## config.mk

```make
export PLATFORM = sky130hd
export DESIGN_NAME = leo_sprite_fetch
export DESIGN_NICKNAME = d
export VERILOG_FILES = /design/src/rtl/leo_sprite_fetch.sv
export SDC_FILE = /design/constraint.sdc
export NUM_CORES = 1
export LEC_CHECK = 0
export CORE_AREA = 4 4 72 74
export DETAILED_ROUTE_END_ITERATION = 10
export DIE_AREA = 0 0 76 78
export GPL_ROUTABILITY_DRIVEN = 0
export PLACE_DENSITY = 0.78
export SLEW_MARGIN = 20
export SYNTH_ARGS = -nofsm -noshare
export SYNTH_HDL_FRONTEND = slang
export SYNTH_SLANG_ARGS = --single-unit
```

## constraint.sdc

```tcl
create_clock -name Clk -period 1.5 [get_ports Clk]
set_input_delay 0.225 -clock Clk [delete_from_list [all_inputs] [get_ports Clk]]
set_output_delay 0.225 -clock Clk [all_outputs]
set_load 0.01 [all_outputs]
```

## src/rtl/leo_sprite_fetch.sv

```systemverilog
// Sprite fetch for Leo: beam-vs-sprite hit test, walk-animation ROM addressing, 3-stage pixel pipeline.
// Optional build macro SPRITE_FLIP_EN enables horizontal mirroring latched from facing_left at vsync.
module leo_sprite_fetch #(
  parameter int SPR_W      = 32,
  parameter int SPR_H      = 32,
  parameter int FRAMES     = 2,
  parameter int ANIM_DIV   = 8,
  parameter int TRANSP_IDX = 0,
  localparam int ADDR_W    = $clog2(FRAMES * SPR_W * SPR_H),
  localparam int FRAME_W   = (FRAMES > 1) ? $clog2(FRAMES) : 1
) (
  input  logic               Clk,
  input  logic               Reset,
  input  logic               frame_clk,
  input  logic [9:0]         DrawX,
  input  logic [9:0]         DrawY,
  input  logic [9:0]         SpriteX,
  input  logic [9:0]         SpriteY,
  input  logic               moving,
  input  logic               facing_left,
  output logic [ADDR_W-1:0]  rom_addr,
  input  logic [3:0]         rom_q,
  output logic [3:0]         pixel_index,
  output logic               pixel_valid,
  output logic [FRAME_W-1:0] anim_frame
);

  localparam int DIV_W = (ANIM_DIV > 1) ? $clog2(ANIM_DIV) : 1;

  logic [10:0]       w_rel_x;
  logic [10:0]       w_rel_y;
  logic [10:0]       w_col;
  logic              w_hit;
  logic              w_vs_rise;
  logic [ADDR_W-1:0] w_frame_base;
  logic [ADDR_W-1:0] w_addr;

  logic              r_frame_clk_d;
  logic              r_hit1;
  logic              r_hit2;
  logic [DIV_W-1:0]  r_div;

  // Zero-extended 11-bit difference; bit 10 set means the beam is left of / above the box.
  assign w_rel_x = {1'b0, DrawX} - {1'b0, SpriteX};
  assign w_rel_y = {1'b0, DrawY} - {1'b0, SpriteY};

  assign w_hit = ~w_rel_x[10] && (w_rel_x < 11'(SPR_W)) &&
                 ~w_rel_y[10] && (w_rel_y < 11'(SPR_H));

`ifdef SPRITE_FLIP_EN
  logic r_flip_q;
  assign w_col = r_flip_q ? (11'(SPR_W - 1) - w_rel_x) : w_rel_x;
`else
  logic w_unused_facing;
  assign w_unused_facing = facing_left;
  assign w_col           = w_rel_x;
`endif

  assign w_frame_base = ADDR_W'(anim_frame) * ADDR_W'(SPR_W * SPR_H);
  assign w_addr       = w_hit ? (w_frame_base + ADDR_W'(w_rel_y) * ADDR_W'(SPR_W) + ADDR_W'(w_col))
                              : w_frame_base;

  assign w_vs_rise = frame_clk & ~r_frame_clk_d;

  // NOTE: sequential state uses non-blocking assignments so every stage samples pre-edge values.
  always_ff @(posedge Clk or posedge Reset) begin
    if (Reset) begin
      rom_addr    <= '0;
      r_hit1      <= 1'b0;
      r_hit2      <= 1'b0;
      pixel_valid <= 1'b0;
      pixel_index <= 4'(TRANSP_IDX);
    end else begin
      rom_addr    <= w_addr;
      r_hit1      <= w_hit;
      r_hit2      <= r_hit1;
      pixel_valid <= r_hit2 && (rom_q != 4'(TRANSP_IDX));
      pixel_index <= r_hit2 ? rom_q : 4'(TRANSP_IDX);
    end
  end

  // Animation and mirror state only move on the vsync rising edge, never mid-frame.
  always_ff @(posedge Clk or posedge Reset) begin
    if (Reset) begin
      r_frame_clk_d <= 1'b0;
      r_div         <= '0;
      anim_frame    <= '0;
`ifdef SPRITE_FLIP_EN
      r_flip_q      <= 1'b0;
`endif
    end else begin
      r_frame_clk_d <= frame_clk;
      if (w_vs_rise) begin
`ifdef SPRITE_FLIP_EN
        r_flip_q <= facing_left;
`endif
        if (moving) begin
          if (r_div == DIV_W'(ANIM_DIV - 1)) begin
            r_div      <= '0;
            anim_frame <= (anim_frame == FRAME_W'(FRAMES - 1)) ? '0 : anim_frame + FRAME_W'(1);
          end else begin
            r_div <= r_div + DIV_W'(1);
          end
        end else begin
          r_div      <= '0;
          anim_frame <= '0;
        end
      end
    end
  end

endmodule

```

-- Word-level counts from Yosys, hierarchy flattened
Cells that the tools add are included.
- register bits: 23
- latch bits: 0
- RAM bits: 0
- ROM bits: 0
- input bits: 49
- output and inout port bits: 17
- memories: 0
- add/subtract/negate cells: 6
- multipliers: 0
- div/mod/pow operators: 0
- magnitude comparators: 2
- eq/ne operators: 2
- shift-type cells: 0
- multiplexer cells: 7
- bitwise operators: 4
- reduce and logical (&&, ||, !) cells: 6
- operator list (operator ; count):
    adder 11 bit ; 2
    < comparator 11 x 6 -> 1 bit (second input constant) ; 2
    subtractor 10 x 10 -> 11 bit ; 2
    two-way mux 11 bit ; 1
    two-way mux 3 bit ; 2
    logical AND 1 bit ; 4
    two-way mux 4 bit ; 1
    nonzero test 4 bit ; 1
    adder 3 x 1 -> 3 bit (second input constant) ; 1
    equality test 3 bit (second input constant) ; 1
    two-way mux 1 bit ; 3
    NOT 1 bit ; 3
    != test 2 x 1 -> 1 bit (second input constant) ; 1
    AND reduction 2 bit ; 1
    adder 1 bit (second input constant) ; 1
    AND 1 bit ; 1

-- Longest topological paths before layout
- depth in word-level cells: 6
- depth in mapped cells: 15
- mapped depth without buffers: 15

-- Worst setup path before layout
OpenSTA, ideal clock, no wires.
- path type: input to register
- from: input port SpriteX[1]
- to: register rom_addr[10]
- setup time: 0.127 ns
- data arrival time: 3.116 ns
- required time: 1.373 ns
- slack: -1.743 ns
- stages: 13
- path buffers: 0
- path through: inv_1 -> ha_1 -> nor2b_1 -> o31a_1 -> or4_1 -> a31oi_1 -> ha_1 -> fa_1 -> a21o_1 -> a21oi_1 -> xnor2_1 -> nand3_1 -> xnor2_1
- word-level cells in the longest chain between the ends: 6
- elaborated cells on any way between the ends: 8
- those cells by class: add/sub (2); order compare (1); mux (1); bitwise (1); reduce/logical (3)
- RTL lines (item ; line ; text):
    start, declared ; 17 ; input logic [9:0] SpriteX,
    subtractor 10 x 10 -> 11 bit * ; 44 ; assign w_rel_x = {1'b0, DrawX} - {1'b0, SpriteX};
    < comparator 11 x 6 -> 1 bit or NOT 1 bit (tied branches) ; 47 ; assign w_hit = ~w_rel_x[10] && (w_rel_x < 11'(SPR_W)) &&
    logical AND 1 bit (2 in series) ; 47 ;
    logical AND 1 bit ; 48 ; ~w_rel_y[10] && (w_rel_y < 11'(SPR_H));
    two-way mux 11 bit * ; 60 ; assign w_addr = w_hit ? (w_frame_base + ADDR_W'(w_rel_y) * ADDR_W'(SPR_W) + ADDR_W'(w_col))
    net w_addr[10] ; 36 ; logic [ADDR_W-1:0] w_addr;
    end signal, assigned ; 74 ; rom_addr <= w_addr;
    end, declared ; 21 ; output logic [ADDR_W-1:0] rom_addr,
The timed path passes the listed nets; every way through them passes the cells marked *.
A chain may end at the register's enable or synchronous reset.

-- Worst setup path after layout
- from: input port DrawX[0]
- to: register rom_addr[10]
- word-level cells in the longest chain between the ends: 6
- elaborated cells on any way between the ends: 8
- those cells by class: add/sub (2); order compare (1); mux (1); bitwise (1); reduce/logical (3)
- RTL lines (item ; line ; text):
    start, declared ; 15 ; input logic [9:0] DrawX,
    subtractor 10 x 10 -> 11 bit * ; 44 ;
    < comparator 11 x 6 -> 1 bit or NOT 1 bit (tied branches) ; 47 ;
    logical AND 1 bit (2 in series) ; 47 ;
    logical AND 1 bit ; 48 ;
    two-way mux 11 bit * ; 60 ;
    net w_addr[10] ; 36 ;
Marks and branches as above.

==> results.md <==
- Syn Std Cell Area: around 2100 sq um
- FF-to-FF End: anim_frame$_DFFE_PP0P_
- CP max stage delay: 0.35 ns
- Final Max Slew Viols: 0
- CP delay by family, top: adder cells
- XOR/XNOR Fraction of Synth Area: ~4.7%
- Post-synth EDFFs: 0
- Die area: 5930 sq um
- Critical path arrival: roughly 3.2 ns
- Max clock buf depth: 2
- Compound-gate portion of the synthesized area: between 10% and 20%
- Worst Path Required: roughly 1.6 ns
- CP Launch Type: primary input
- Leak pwr: 1.81 nW
- Reg2Reg Launch Point: r_div[0]$_DFFE_PP0P_
- Post-layout minimum cycle time: between 3 and 4 ns
- Vias: ~2200
- Outcome: complete, but fails checks
- Worst-margin pin slew: between 0.3 and 0.4 ns
- Cell row count: 25
- Root Driver: clkbuf_8
- R2R Setup Slk: ~0.13 ns
- Reg2Reg Depth: 4
- Hold Fails Final Rpt: 0
- Initial antenna violation count: 0
- Synth Area in Adders: between 20% and 30%
- Drt first pass iters: 4
- Slowest cell on crit path: ha_1
- Largest family of logic cells by synthesized area: adder cells
- Syn Inst Count: between 200 and 250
- Syn-to-layout area delta: 87.8%
- Share of cells above drive strength 1: between 40% and 50%
- Global Route met3 Usage: 3.60%
- Syn nets: 306
- Final setup viols: 12
- Failing checks: setup timing
- Main synth FF type: dfrtp_1
- Part of the cycle the worst path needs: 203%
- Multiplexer area fraction after synthesis: under 10%
- Global Route met2 Usage: roughly 39%
- Routed len/inst: ~17 microns
- Chip width: 76 microns
- Clock buffer count from CTS: 3
- Iter 0 DRT Violations: roughly 120
- Antenna Nets Post-Route: 0
- # DRC: 0
- H-tree Lvls: 1
- Post-synthesis simple-gate area fraction: a little under a fifth
- Io pins: 66
- Clk_lat worst skew: approximately 0.25 ns
- Most crowded layer after global routing: met2
- Average cell area after synthesis: 9.22 sq um
- Hold Path Stages: 3
- CP Capture Type: flip-flop
- Inserted Diodes: 0
- Nets: between 400 and 500
- Cells after DPL: about 390
- Pwr Density: around 730 nW/um^2
- Worst Skew: around 0.00053 ns
- Total number of yosys warnings: 0
- Initial core utilization: between 40 and 50%
- Seq/Total Area, Yosys: between 20 and 30%
- Max-slew headroom: about three quarters
- Vias in the first global route: ~2300
- Hold Startpoint: SpriteX[0]
- M1 GR Usage: between 20% and 30%
- Fmax: 328 MHz
- DR vias/cell: 5.38
- Leading cell type in the layout, fill and taps excluded: buf_4
- Clk sinks: 23
- Worst vdd ir: roughly 0.00038 V
- Clock slew at reported path FFs: 0.08 ns
- Die H: 78 microns
- Overflow after GRT: 0
- HP Class: primary input to flip-flop
- Max_cap viols: 0
- Worst Path Buf+Inv: 3
- WL final: roughly 7 mm
- DP HPWL: 4.10 mm
- CP Class: primary input to flip-flop
- Hold Path End: rom_addr[0]$_DFF_PP0_
- Worst Path Max Fanout: 2
- Library cells used by synthesis: 50
- Worst path cell trace: buf_8 > inv_12 > ha_4 > inv_2 > fa_2 > a21o_1 > a221oi_4 > xnor2_2 > ha_1 > ha_4 > fa_2 > a21o_1 > a21oi_2 > xnor2_1 > nand3_1 > xnor2_2
- CTS Hold Bufs: 0
- Most frequent cells in the layout: buf_4, clkdlybuf4s50_1, dfrtp_1
- Ys async rst share: 100%
- CTS tree: yes
- First-pass GRT wire length: ~11 mm
- FF+latch count, synth: 23
- GRT Total Usage: 21.1%
- RSZ-0062 raised after global routing: true
- Setup ws final: -1.55 ns
- Setup_tns: -12.49 ns
- Largest net degree at the start of global routing: 24
- Port Buffers: between 60 and 70
- Core area: around 4600 sq um
- Non-Filler Instances: between 400 and 500
## Yosys cell counts (2+ instances only)
library cell  count  area [sq um]
and3_2            2          15.0
nor2b_1           5          31.3
ha_1             31           388
inv_1            30           113
and3_1            3          18.8
nor2_1           17          63.8
or4_1             3          22.5
and2_1            4          25.0
o21a_1            3          22.5
mux2_2            3          33.8
nor4b_1           2          17.5
xnor2_1           6          52.6
nor3_1            4          20.0
a2bb2oi_1         2          17.5
o22ai_1           2          12.5
a21oi_1          11          55.1
fa_1              3          60.1
o21ai_0           8          40.0
dfrtp_1          23           576
nand2b_1          5          31.3
mux2i_1           3          30.0
nand2_1          11          41.3
a31oi_1           3          18.8
a21o_1            7          52.6
a211oi_1          3          22.5
xor2_1            5          43.8
## where the power goes
part,switching [mW],internal (mW),leakage [nW]
Clock,0.189,0.187,0.0217
Sequential,0.0269,0.651,0.310
Combinational,0.779,0.990,1.48
## cell type report
| type | count | area, sq um |
|---|---|---|
| fillers | 230 | 738 |
| clock inverters | 1 | 7.51 |
| well taps | 54 | 67.6 |
| multi-input cells | 169 | 1850 |
| repair buffers | 137 | 1190 |
| inverters | 30 | 128 |
| flip-flops and latches | 23 | 577 |
| clock buffers | 3 | 41.3 |
## routing by layer
layer | vias to the layer above | part of all wire [%]
li1 | 1075 | -
met1 | 1079 | 41
met2 | 81 | 53
met3 | 8 | 4.8
met4 | 0 | 0.82
met5 | - | 0
## worst max path at each step
stage | start | slack (ns) | end | depth (start not counted)
2_1_floorplan | DrawX[0] | -1.54 | rom_addr[10]$_DFF_PP0_ | 15
3_3_place_gp | DrawX[0] | -2.19 | rom_addr[10]$_DFF_PP0_ | 16
3_5_place_dp | DrawX[0] | -2.27 | rom_addr[10]$_DFF_PP0_ | 16
4_1_cts | DrawX[0] | -1.38 | rom_addr[10]$_DFF_PP0_ | 16
5_1_grt | DrawX[0] | -1.58 | rom_addr[10]$_DFF_PP0_ | 16
6_report | DrawX[0] | -1.55 | rom_addr[10]$_DFF_PP0_ | 16
## what timing repair did
action	in CTS	in global routing
gates cloned	0	0
pin swaps	45	28
setup buffers	14	8
gates resized for setup	120	20
setup endpoints to repair	13	12
## worst min-delay path, cell delays in order
cell and delay, ns:
buf_2 0.11, ha_4 0.14, nor2_4 0.03
## state kept, by name, summed over array words and instances (netlist names)
signal,cells
r_div,3
r_hit2,1
r_hit1,1
pixel_valid,1
r_frame_clk_d,1
anim_frame,1
pixel_index,4
rom_addr,11
## per-stage QoR
stage / hold WS, ns / power (mW) / utilization (%) / area (sq um) / setup slack [ns]
after floorplan: 0.227 / 1.39 / - / 2130 / -1.54
after CTS: 0.256 / 2.64 / 81.1 / 3730 / -1.38
after detailed placement: 0.337 / 1.92 / 70.0 / 3220 / -2.27
after global routing: 0.278 / 2.98 / 83.9 / 3860 / -1.58
after global placement: 0.335 / 1.88 / 70.0 / 3220 / -2.19
final: 0.283 / 2.82 / 83.9 / 3860 / -1.55
## logic make-up (layout without fill, tap and decap cells)
| logic type | count (synthesis) | in the layout |
|---|---|---|
| flip-flops | 23 | 23 |
| AO/OA/AOI/OAI | 52 | 52 |
| XOR/XNOR | 11 | 11 |
| buffers and inverters | 31 | 171 |
| AND/OR/NAND/NOR | 66 | 66 |
| adder cells (fa/ha/maj) | 34 | 34 |
| multiplexers | 6 | 6 |
Power figures use the tool's default switching activity.
